--- config.mk ---
export PLATFORM = sky130hd
export DESIGN_NAME = memory_stage
export DESIGN_NICKNAME = d
export VERILOG_FILES = /design/src/rtl/rv_mem_pkg.sv /design/src/rtl/load_store_align.sv /design/src/rtl/memory_stage.sv
export SDC_FILE = /design/constraint.sdc
export NUM_CORES = 1
export LEC_CHECK = 0
export ABC_CLOCK_PERIOD_IN_PS = 2200
export BUFFER_PORTS_ARGS = -buffer_cell sky130_fd_sc_hd__buf_2
export CORE_MARGIN = 2
export CORE_UTILIZATION = 45
export CTS_CLUSTER_DIAMETER = 100
export DETAILED_ROUTE_END_ITERATION = 12
export GPL_ROUTABILITY_DRIVEN = 1
export PLACE_DENSITY = 0.78
export SLEW_MARGIN = 5
export SYNTH_ARGS = -nofsm -noshare
export SYNTH_HDL_FRONTEND = slang
export SYNTH_SLANG_ARGS = --single-unit
--- constraint.sdc ---
create_clock -name clk -period 2.2 [get_ports clk]
set_input_delay 0.11 -clock clk [delete_from_list [all_inputs] [get_ports clk]]
set_output_delay 0.11 -clock clk [all_outputs]
set_load 0.02 [all_outputs]
--- src/rtl/rv_mem_pkg.sv ---
// Shared definitions for the memory stage: access-size codes, atomic op
// codes and the bus handshake FSM encoding.
package rv_mem_pkg;

    localparam logic [2:0] F3_LB  = 3'b000;
    localparam logic [2:0] F3_LH  = 3'b001;
    localparam logic [2:0] F3_LW  = 3'b010;
    localparam logic [2:0] F3_LBU = 3'b100;
    localparam logic [2:0] F3_LHU = 3'b101;

    localparam logic [1:0] AMO_NONE = 2'b00;
    localparam logic [1:0] AMO_LR   = 2'b01;
    localparam logic [1:0] AMO_SC   = 2'b10;

    typedef enum logic {
        ST_IDLE = 1'b0,
        ST_WAIT = 1'b1
    } mem_state_e;

endpackage

--- src/rtl/load_store_align.sv ---
// Byte-lane steering for stores and lane extraction plus sign/zero
// extension for loads. Purely combinational.
module load_store_align
    import rv_mem_pkg::*;
(
    input  logic [2:0]  funct3_i,
    input  logic [1:0]  addr_lo_i,
    input  logic [31:0] store_data_i,
    input  logic [31:0] rdata_i,
    output logic [31:0] wdata_o,
    output logic [3:0]  wstrb_o,
    output logic [31:0] load_data_o,
    output logic        misalign_o
);

    logic [7:0]  rd_byte;
    logic [15:0] rd_half;

    // Pick the addressed byte and half-word out of the bus word
    always_comb begin
        rd_byte = rdata_i[{addr_lo_i, 3'b000} +: 8];
        rd_half = addr_lo_i[1] ? rdata_i[31:16] : rdata_i[15:0];
    end

    // Size decode: store replication/strobes, load extension, alignment check
    always_comb begin
        wdata_o     = store_data_i;
        wstrb_o     = 4'b1111;
        load_data_o = rdata_i;
        misalign_o  = 1'b0;
        case (funct3_i)
            F3_LB, F3_LBU: begin
                wdata_o     = {4{store_data_i[7:0]}};
                wstrb_o     = 4'b0001 << addr_lo_i;
                load_data_o = (funct3_i == F3_LB) ? {{24{rd_byte[7]}}, rd_byte}
                                                  : {24'h0, rd_byte};
            end
            F3_LH, F3_LHU: begin
                wdata_o     = {2{store_data_i[15:0]}};
                wstrb_o     = 4'b0011 << addr_lo_i;
                load_data_o = (funct3_i == F3_LH) ? {{16{rd_half[15]}}, rd_half}
                                                  : {16'h0, rd_half};
                misalign_o  = addr_lo_i[0];
            end
            F3_LW: begin
                misalign_o = (addr_lo_i != 2'b00);
            end
            default: begin
                misalign_o = (addr_lo_i != 2'b00);
            end
        endcase
    end

endmodule

--- src/rtl/memory_stage.sv ---
// MEM stage with the MEM/WB register. Drives the data bus through a
// req/ack handshake with timeout, holds the LR/SC reservation and
// registers results into the W stage.
//
// state   | meaning
// IDLE    | no outstanding bus request (or zero-wait completion)
// WAIT    | request issued, waiting for dmem_ack; cnt_q counts wait cycles
module memory_stage
    import rv_mem_pkg::*;
#(
    parameter int TIMEOUT_CYCLES = 16,
    parameter int XLEN           = 32
) (
    input  logic            clk,
    input  logic            rst_n,
    input  logic            ValidM,
    input  logic            RegWriteM,
    input  logic            ResultSrcM,
    input  logic            isFPUM,
    input  logic            MemReadM,
    input  logic            MemWriteM,
    input  logic [1:0]      AmoOpM,
    input  logic [2:0]      Funct3M,
    input  logic [4:0]      RdM,
    input  logic [XLEN-1:0] ALU_ResultM,
    input  logic [XLEN-1:0] WriteDataM,
    input  logic [XLEN-1:0] FP_WriteDataM,
    input  logic [XLEN-1:0] FP_ALU_ResultM,
    output logic            dmem_req,
    output logic            dmem_we,
    output logic [XLEN-1:0] dmem_addr,
    output logic [XLEN-1:0] dmem_wdata,
    output logic [3:0]      dmem_wstrb,
    input  logic            dmem_ack,
    input  logic [XLEN-1:0] dmem_rdata,
    output logic            StallM,
    output logic            ValidW,
    output logic            RegWriteW,
    output logic            ResultSrcW,
    output logic            isFPUW,
    output logic [4:0]      RdW,
    output logic [XLEN-1:0] ALU_ResultW,
    output logic [XLEN-1:0] ReadDataW,
    output logic [XLEN-1:0] FP_ALU_ResultW,
    output logic [XLEN-1:0] FP_ReadDataW,
    output logic            MisalignW,
    output logic            BusErrW
);

    localparam int              CNT_W   = $clog2(TIMEOUT_CYCLES + 1);
    localparam logic [CNT_W-1:0] CNT_TMO = CNT_W'(TIMEOUT_CYCLES);

    mem_state_e       state_q, state_d;
    logic [CNT_W-1:0] cnt_q, cnt_d;
    logic             resv_valid_q, resv_valid_d;
    logic [29:0]      resv_addr_q, resv_addr_d;

    logic        mem_op, sc_op, lr_op;
    logic        misalign_raw, misalign, sc_fail;
    logic        req, timeout_hit, stall, resv_hit;
    logic [31:0] store_src, al_wdata, al_load;
    logic [3:0]  al_wstrb;

    assign mem_op    = ValidM & (MemReadM | MemWriteM);
    assign sc_op     = mem_op & (AmoOpM == AMO_SC);
    assign lr_op     = mem_op & (AmoOpM == AMO_LR);
    assign store_src = isFPUM ? FP_WriteDataM : WriteDataM;
    assign resv_hit  = resv_valid_q & (resv_addr_q == ALU_ResultM[31:2]);
    assign misalign  = mem_op & misalign_raw;
    assign sc_fail   = sc_op & ~resv_hit;

    load_store_align u_align (
        .funct3_i     (Funct3M),
        .addr_lo_i    (ALU_ResultM[1:0]),
        .store_data_i (store_src),
        .rdata_i      (dmem_rdata),
        .wdata_o      (al_wdata),
        .wstrb_o      (al_wstrb),
        .load_data_o  (al_load),
        .misalign_o   (misalign_raw)
    );

    // Gating with rst_n makes the request vanish the moment reset asserts
    assign req         = rst_n & mem_op & ~misalign & ~sc_fail;
    assign timeout_hit = req & (state_q == ST_WAIT) & ~dmem_ack & (cnt_q == CNT_TMO);
    assign stall       = req & ~dmem_ack & ~timeout_hit;

    assign dmem_req   = req;
    assign dmem_we    = rst_n & MemWriteM;
    assign dmem_addr  = rst_n ? {ALU_ResultM[31:2], 2'b00} : '0;
    assign dmem_wdata = rst_n ? al_wdata : '0;
    assign dmem_wstrb = (req & MemWriteM) ? al_wstrb : 4'b0000;
    assign StallM     = stall;

    // Handshake FSM state and wait counter registers
    always_ff @(posedge clk or negedge rst_n) begin
        if (!rst_n) begin
            state_q <= ST_IDLE;
            cnt_q   <= '0;
        end else begin
            state_q <= state_d;
            cnt_q   <= cnt_d;
        end
    end

    // Handshake FSM next state
    always_comb begin
        state_d = state_q;
        cnt_d   = cnt_q;
        case (state_q)
            ST_IDLE: begin
                if (req & ~dmem_ack) begin
                    state_d = ST_WAIT;
                    cnt_d   = CNT_W'(1);
                end
            end
            ST_WAIT: begin
                if (dmem_ack | timeout_hit | ~req) begin
                    state_d = ST_IDLE;
                    cnt_d   = '0;
                end else begin
                    cnt_d = cnt_q + CNT_W'(1);
                end
            end
            default: begin
                state_d = ST_IDLE;
                cnt_d   = '0;
            end
        endcase
    end

    // Reservation update on completing instructions; an LR set wins last
    always_comb begin
        resv_valid_d = resv_valid_q;
        resv_addr_d  = resv_addr_q;
        if (mem_op & ~stall) begin
            if (sc_op) begin
                resv_valid_d = 1'b0;
            end else if (req & MemWriteM & dmem_ack & resv_hit) begin
                resv_valid_d = 1'b0;
            end
            if (lr_op & MemReadM & req & dmem_ack) begin
                resv_valid_d = 1'b1;
                resv_addr_d  = ALU_ResultM[31:2];
            end
        end
    end

    // Reservation registers
    always_ff @(posedge clk or negedge rst_n) begin
        if (!rst_n) begin
            resv_valid_q <= 1'b0;
            resv_addr_q  <= '0;
        end else begin
            resv_valid_q <= resv_valid_d;
            resv_addr_q  <= resv_addr_d;
        end
    end

    // MEM/WB register: bubble while stalled, otherwise capture the M stage
    always_ff @(posedge clk or negedge rst_n) begin
        if (!rst_n) begin
            ValidW         <= 1'b0;
            RegWriteW      <= 1'b0;
            ResultSrcW     <= 1'b0;
            isFPUW         <= 1'b0;
            RdW            <= '0;
            ALU_ResultW    <= '0;
            ReadDataW      <= '0;
            FP_ALU_ResultW <= '0;
            FP_ReadDataW   <= '0;
            MisalignW      <= 1'b0;
            BusErrW        <= 1'b0;
        end else if (stall) begin
            ValidW    <= 1'b0;
            RegWriteW <= 1'b0;
            MisalignW <= 1'b0;
            BusErrW   <= 1'b0;
        end else begin
            ValidW         <= ValidM;
            RegWriteW      <= RegWriteM & ValidM & ~misalign & ~timeout_hit;
            ResultSrcW     <= sc_op ? 1'b0 : ResultSrcM;
            isFPUW         <= isFPUM;
            RdW            <= RdM;
            ALU_ResultW    <= sc_op ? {31'h0, sc_fail} : ALU_ResultM;
            ReadDataW      <= al_load;
            FP_ALU_ResultW <= FP_ALU_ResultM;
            FP_ReadDataW   <= (isFPUM & MemReadM) ? dmem_rdata : '0;
            MisalignW      <= misalign;
            BusErrW        <= timeout_hit;
        end
    end

endmodule

==> impl_metrics.py <==
metrics = {
    "outcome": {
        "outcome": "finished, violations left",
        "violations": "negative setup slack",
    },
    "route": {
        "dr.pass1.iters": 5,
        "drcViolationCount": 0,
        "wl_per_cell_um": 20.7,
        "num_vias": 8621,
        "drt-total-wl_mm": 33.4,
        "drtAntennaViolNets": 0,
        "drt_iter0_markers": 467,
        "via_per_inst": 5.33,
    },
    "sta": {
        "period_minus_slack_ns": 2.48,
        "tightest_slew_ns": 0.776,
        "worst_slack_ns": -0.284,
        "slew-limit-headroom": 0.483,
        "setup_viol": 104,
        "hold_viol_final": 0,
        "rsz0062_at_grt": "yes",
        "fmax_ghz": 0.403,
        "slew_viol_final": 0,
        "fin_worst_skew_ns": 0.0120,
        "fin_crit_sh": 1.13,
    },
    "yosys": {
        "synthCells": 838,
        "avgSynthCellArea_um2": 11.6,
        "syn_area_um2": 9750,
        "ys.flop_type": "dfrtp_1",
        "synth_edf_count": 0,
        "async_flop_share": 1.00,
        "synth_common_cells": "176 x dfrtp_1, 111 x nand2_1, 95 x mux2_4",
        "ys_seq_area_frac": 0.452,
        "yosysTopAreaCell": "dfrtp_1",
        "ys_warn_count": 0,
        "yosysMostFrequentCell": "dfrtp_1",
        "synth_top_area_frac": 0.452,
        "yosysUniqueCellTypes": 51,
        "yosys_register_bits": 176,
        "ys_top_cells_by_area": "dfrtp_1 45%, mux2_4 15%, mux2_2 6.1%",
    },
    "placement": {
        "io_buffer_count": 386,
        "dpl_cell_area_um2": 12200,
        "gp_congestion": 0.926,
        "dp_hpwl_mm": 22.7,
    },
    "cells_and_area": {
        "n_fill_cell": 1591,
        "multi_input_area_um2": 4870,
        "stdcell_area_um2": 14100,
        "seq_area_um2": 4400,
        "area_growth_pct": 44.4,
        "final_nets": 1507,
        "drive_gt1_frac": 0.504,
    },
    "critical_path": {
        "startpoint_type": "flip-flop",
        "cp.required_ns": 2.09,
        "worstSetupPathType": "reg -> out",
        "crit_slowest_cell": "dfrtp_1",
        "worstPathCellList": "xnor2_1 -> nand4_1 -> nor4_2 -> buf_4 -> a21oi_4 -> buf_6 -> nor3b_2 -> buf_4 -> o21a_1 -> buf_6",
        "cp-end-kind": "output port",
        "arrival_ns": 2.37,
        "slowest_delay_ns": 0.39,
        "crit_fanout": 4,
    },
    "grt": {
        "grt_max_degree": 160,
        "gr-total-overflow": 0,
        "grt_first_pass_wirelength_mm": 49.8,
        "grt_pass1_vias": 8603,
        "antenna_found_initial": 5,
        "track_usage": 0.288,
    },
    "die": {
        "io_pins": 389,
        "start_util": 0.461,
        "die_y_um": 151,
        "core-area_um2": 21200,
        "chipWidth_um": 151,
        "die_area_um2": 22900,
        "num_rows": 53,
    },
    "power_and_ir_drop": {
        "power_density_nw_per_um2": 618,
        "p_total_uw": 8710,
        "vdd_drop_max_mv": 0.418,
        "leakage_uw": 0.00736,
    },
    "clock_network": {
        "clkTransAtPathRegs_ns": 0.08,
        "cts_tree": "yes",
        "clockBufferDepth": 2,
        "clock_sinks": 176,
        "cts_made_buffers": 17,
        "root_buffer": "clkbuf_16",
        "cts.htree.levels": 4,
        "insertion_delay_ns": 0.43,
    },
    "job": {
        "max_cap_violations": 0,
    },
    "hold_path": {
        "hp-class": "in -> reg",
    },
}
[stage by stage]
step | hold WS [ns] | std cells | setup WS [ns] | utilization | TNS, ns
floorplan | -0.186 | 839 | 0.0330 | - | 0
global placement | -0.0421 | 1490 | -0.180 | 0.575 | -16.02
detailed placement | -0.0420 | 1490 | -0.205 | 0.575 | -17.08
CTS | 0.00177 | 1615 | -0.279 | 0.665 | -14.04
global route | 0.0179 | 1618 | -0.433 | 0.666 | -23.99
finish | 0.0192 | 1618 | -0.284 | 0.666 | -11.40
[metal layers]
metal  vias to the layer above  global-route usage  part of all wire
li1                       3858                   -                 -
met1                      4227               0.357              0.40
met2                       433               0.477              0.48
met3                       101              0.0620             0.078
met4                         2               0.142             0.043
met5                         -                   0           0.00039
[flip-flops by register name (all words and copies together), names as in the netlist]
register	flops
ResultSrcW	1
ReadDataW	32
FP_ALU_ResultW	32
ALU_ResultW	32
RdW	5
cnt_q	5
state_q	1
ValidW	1
MisalignW	1
BusErrW	1
resv_valid_q	1
isFPUW	1
RegWriteW	1
FP_ReadDataW	32
resv_addr_q	30
[final cells by class]
| type | instances | share of cell area |
|---|---|---|
| well taps | 275 | 0.0244 |
| repair buffers | 528 | 0.263 |
| flip-flops and latches | 176 | 0.313 |
| multi-input cells | 559 | 0.346 |
| clock inverters | 14 | 0.0100 |
| clock buffers | 18 | 0.0312 |
| inverters | 44 | 0.0117 |
| diodes | 4 | 0.000711 |
[final timing paths]
check,end,slack [ns],cells after the start,startpoint
setup / recovery,dmem_wstrb[2],-0.28,10,resv_addr_q[16]$_DFFE_PN0P_
hold / removal,ALU_ResultW[2]$_DFFE_PN0N_,0.02,3,ALU_ResultM[2]
setup reg to reg,FP_ALU_ResultW[29]$_DFFE_PN0N_,-0.20,12,resv_addr_q[16]$_DFFE_PN0P_
hold reg to reg,FP_ALU_ResultW[15]$_DFFE_PN0N_,0.51,1,FP_ALU_ResultW[15]$_DFFE_PN0N_
max in group asynchronous,ReadDataW[7]$_DFFE_PN0N_,1.17,3,rst_n
min in group asynchronous,ALU_ResultW[9]$_DFFE_PN0N_,0.08,2,rst_n
[kinds of logic (layout without fill, tap and decap cells)]
| group | after synthesis | after routing | share of synthesized area |
|---|---|---|---|
| flip-flops | 176 | 176 | 0.452 |
| other | 1 | 6 | 0.000385 |
| XOR/XNOR | 32 | 32 | 0.0287 |
| adder cells (fa/ha/maj) | 2 | 2 | 0.00257 |
| AND/OR/NAND/NOR | 232 | 232 | 0.122 |
| buffers and inverters | 104 | 604 | 0.0617 |
| multiplexers | 206 | 206 | 0.277 |
| AO/OA/AOI/OAI | 85 | 85 | 0.0556 |
[placed cells by master, fill, tap and decap left out, types with 7 or more instances in the layout]
cell           count
a21oi_1           23
a22oi_1            7
and2_1            35
and3_1            32
buf_12            18
buf_16             9
buf_2            380
buf_4             32
buf_6             17
clkbuf_16         18
dfrtp_1          176
dlygate4sd3_1     64
inv_1             43
mux2_2            46
mux2_4           102
mux2i_1           49
mux4_2             8
nand2_1          111
nand4_1            7
nor2_1             8
nor2b_1            9
o211a_1           10
o21ai_0           26
o22ai_1            9
xnor2_1           25
xnor2_2            7
[power by group]
part	leakage [µW]	switching (µW)	internal, µW
clock network	0.000284	1480	1550
registers	0.00222	160	3460
logic	0.00486	1110	948
total	0.00736	2750	5960
[worst max-delay path, delay by kind of cell, from the launching register on]
family	cells	cell delay, ns
buffers and inverters	4	0.59
AND/OR/NAND/NOR	3	0.57
flip-flops	1	0.39
AO/OA/AOI/OAI	2	0.22
XOR/XNOR	1	0.17
[timing repair]
item | CTS | global route
gates resized for setup | 66 | 19
pin swaps | 16 | 5
hold buffers | 64 | 0
buffers inserted | 22 | 7
setup endpoints to repair | 140 | 150
cloned | 9 | 1
hold endpoints to repair | 132 | 0
No activity file was read; power rests on OpenSTA's default activity.
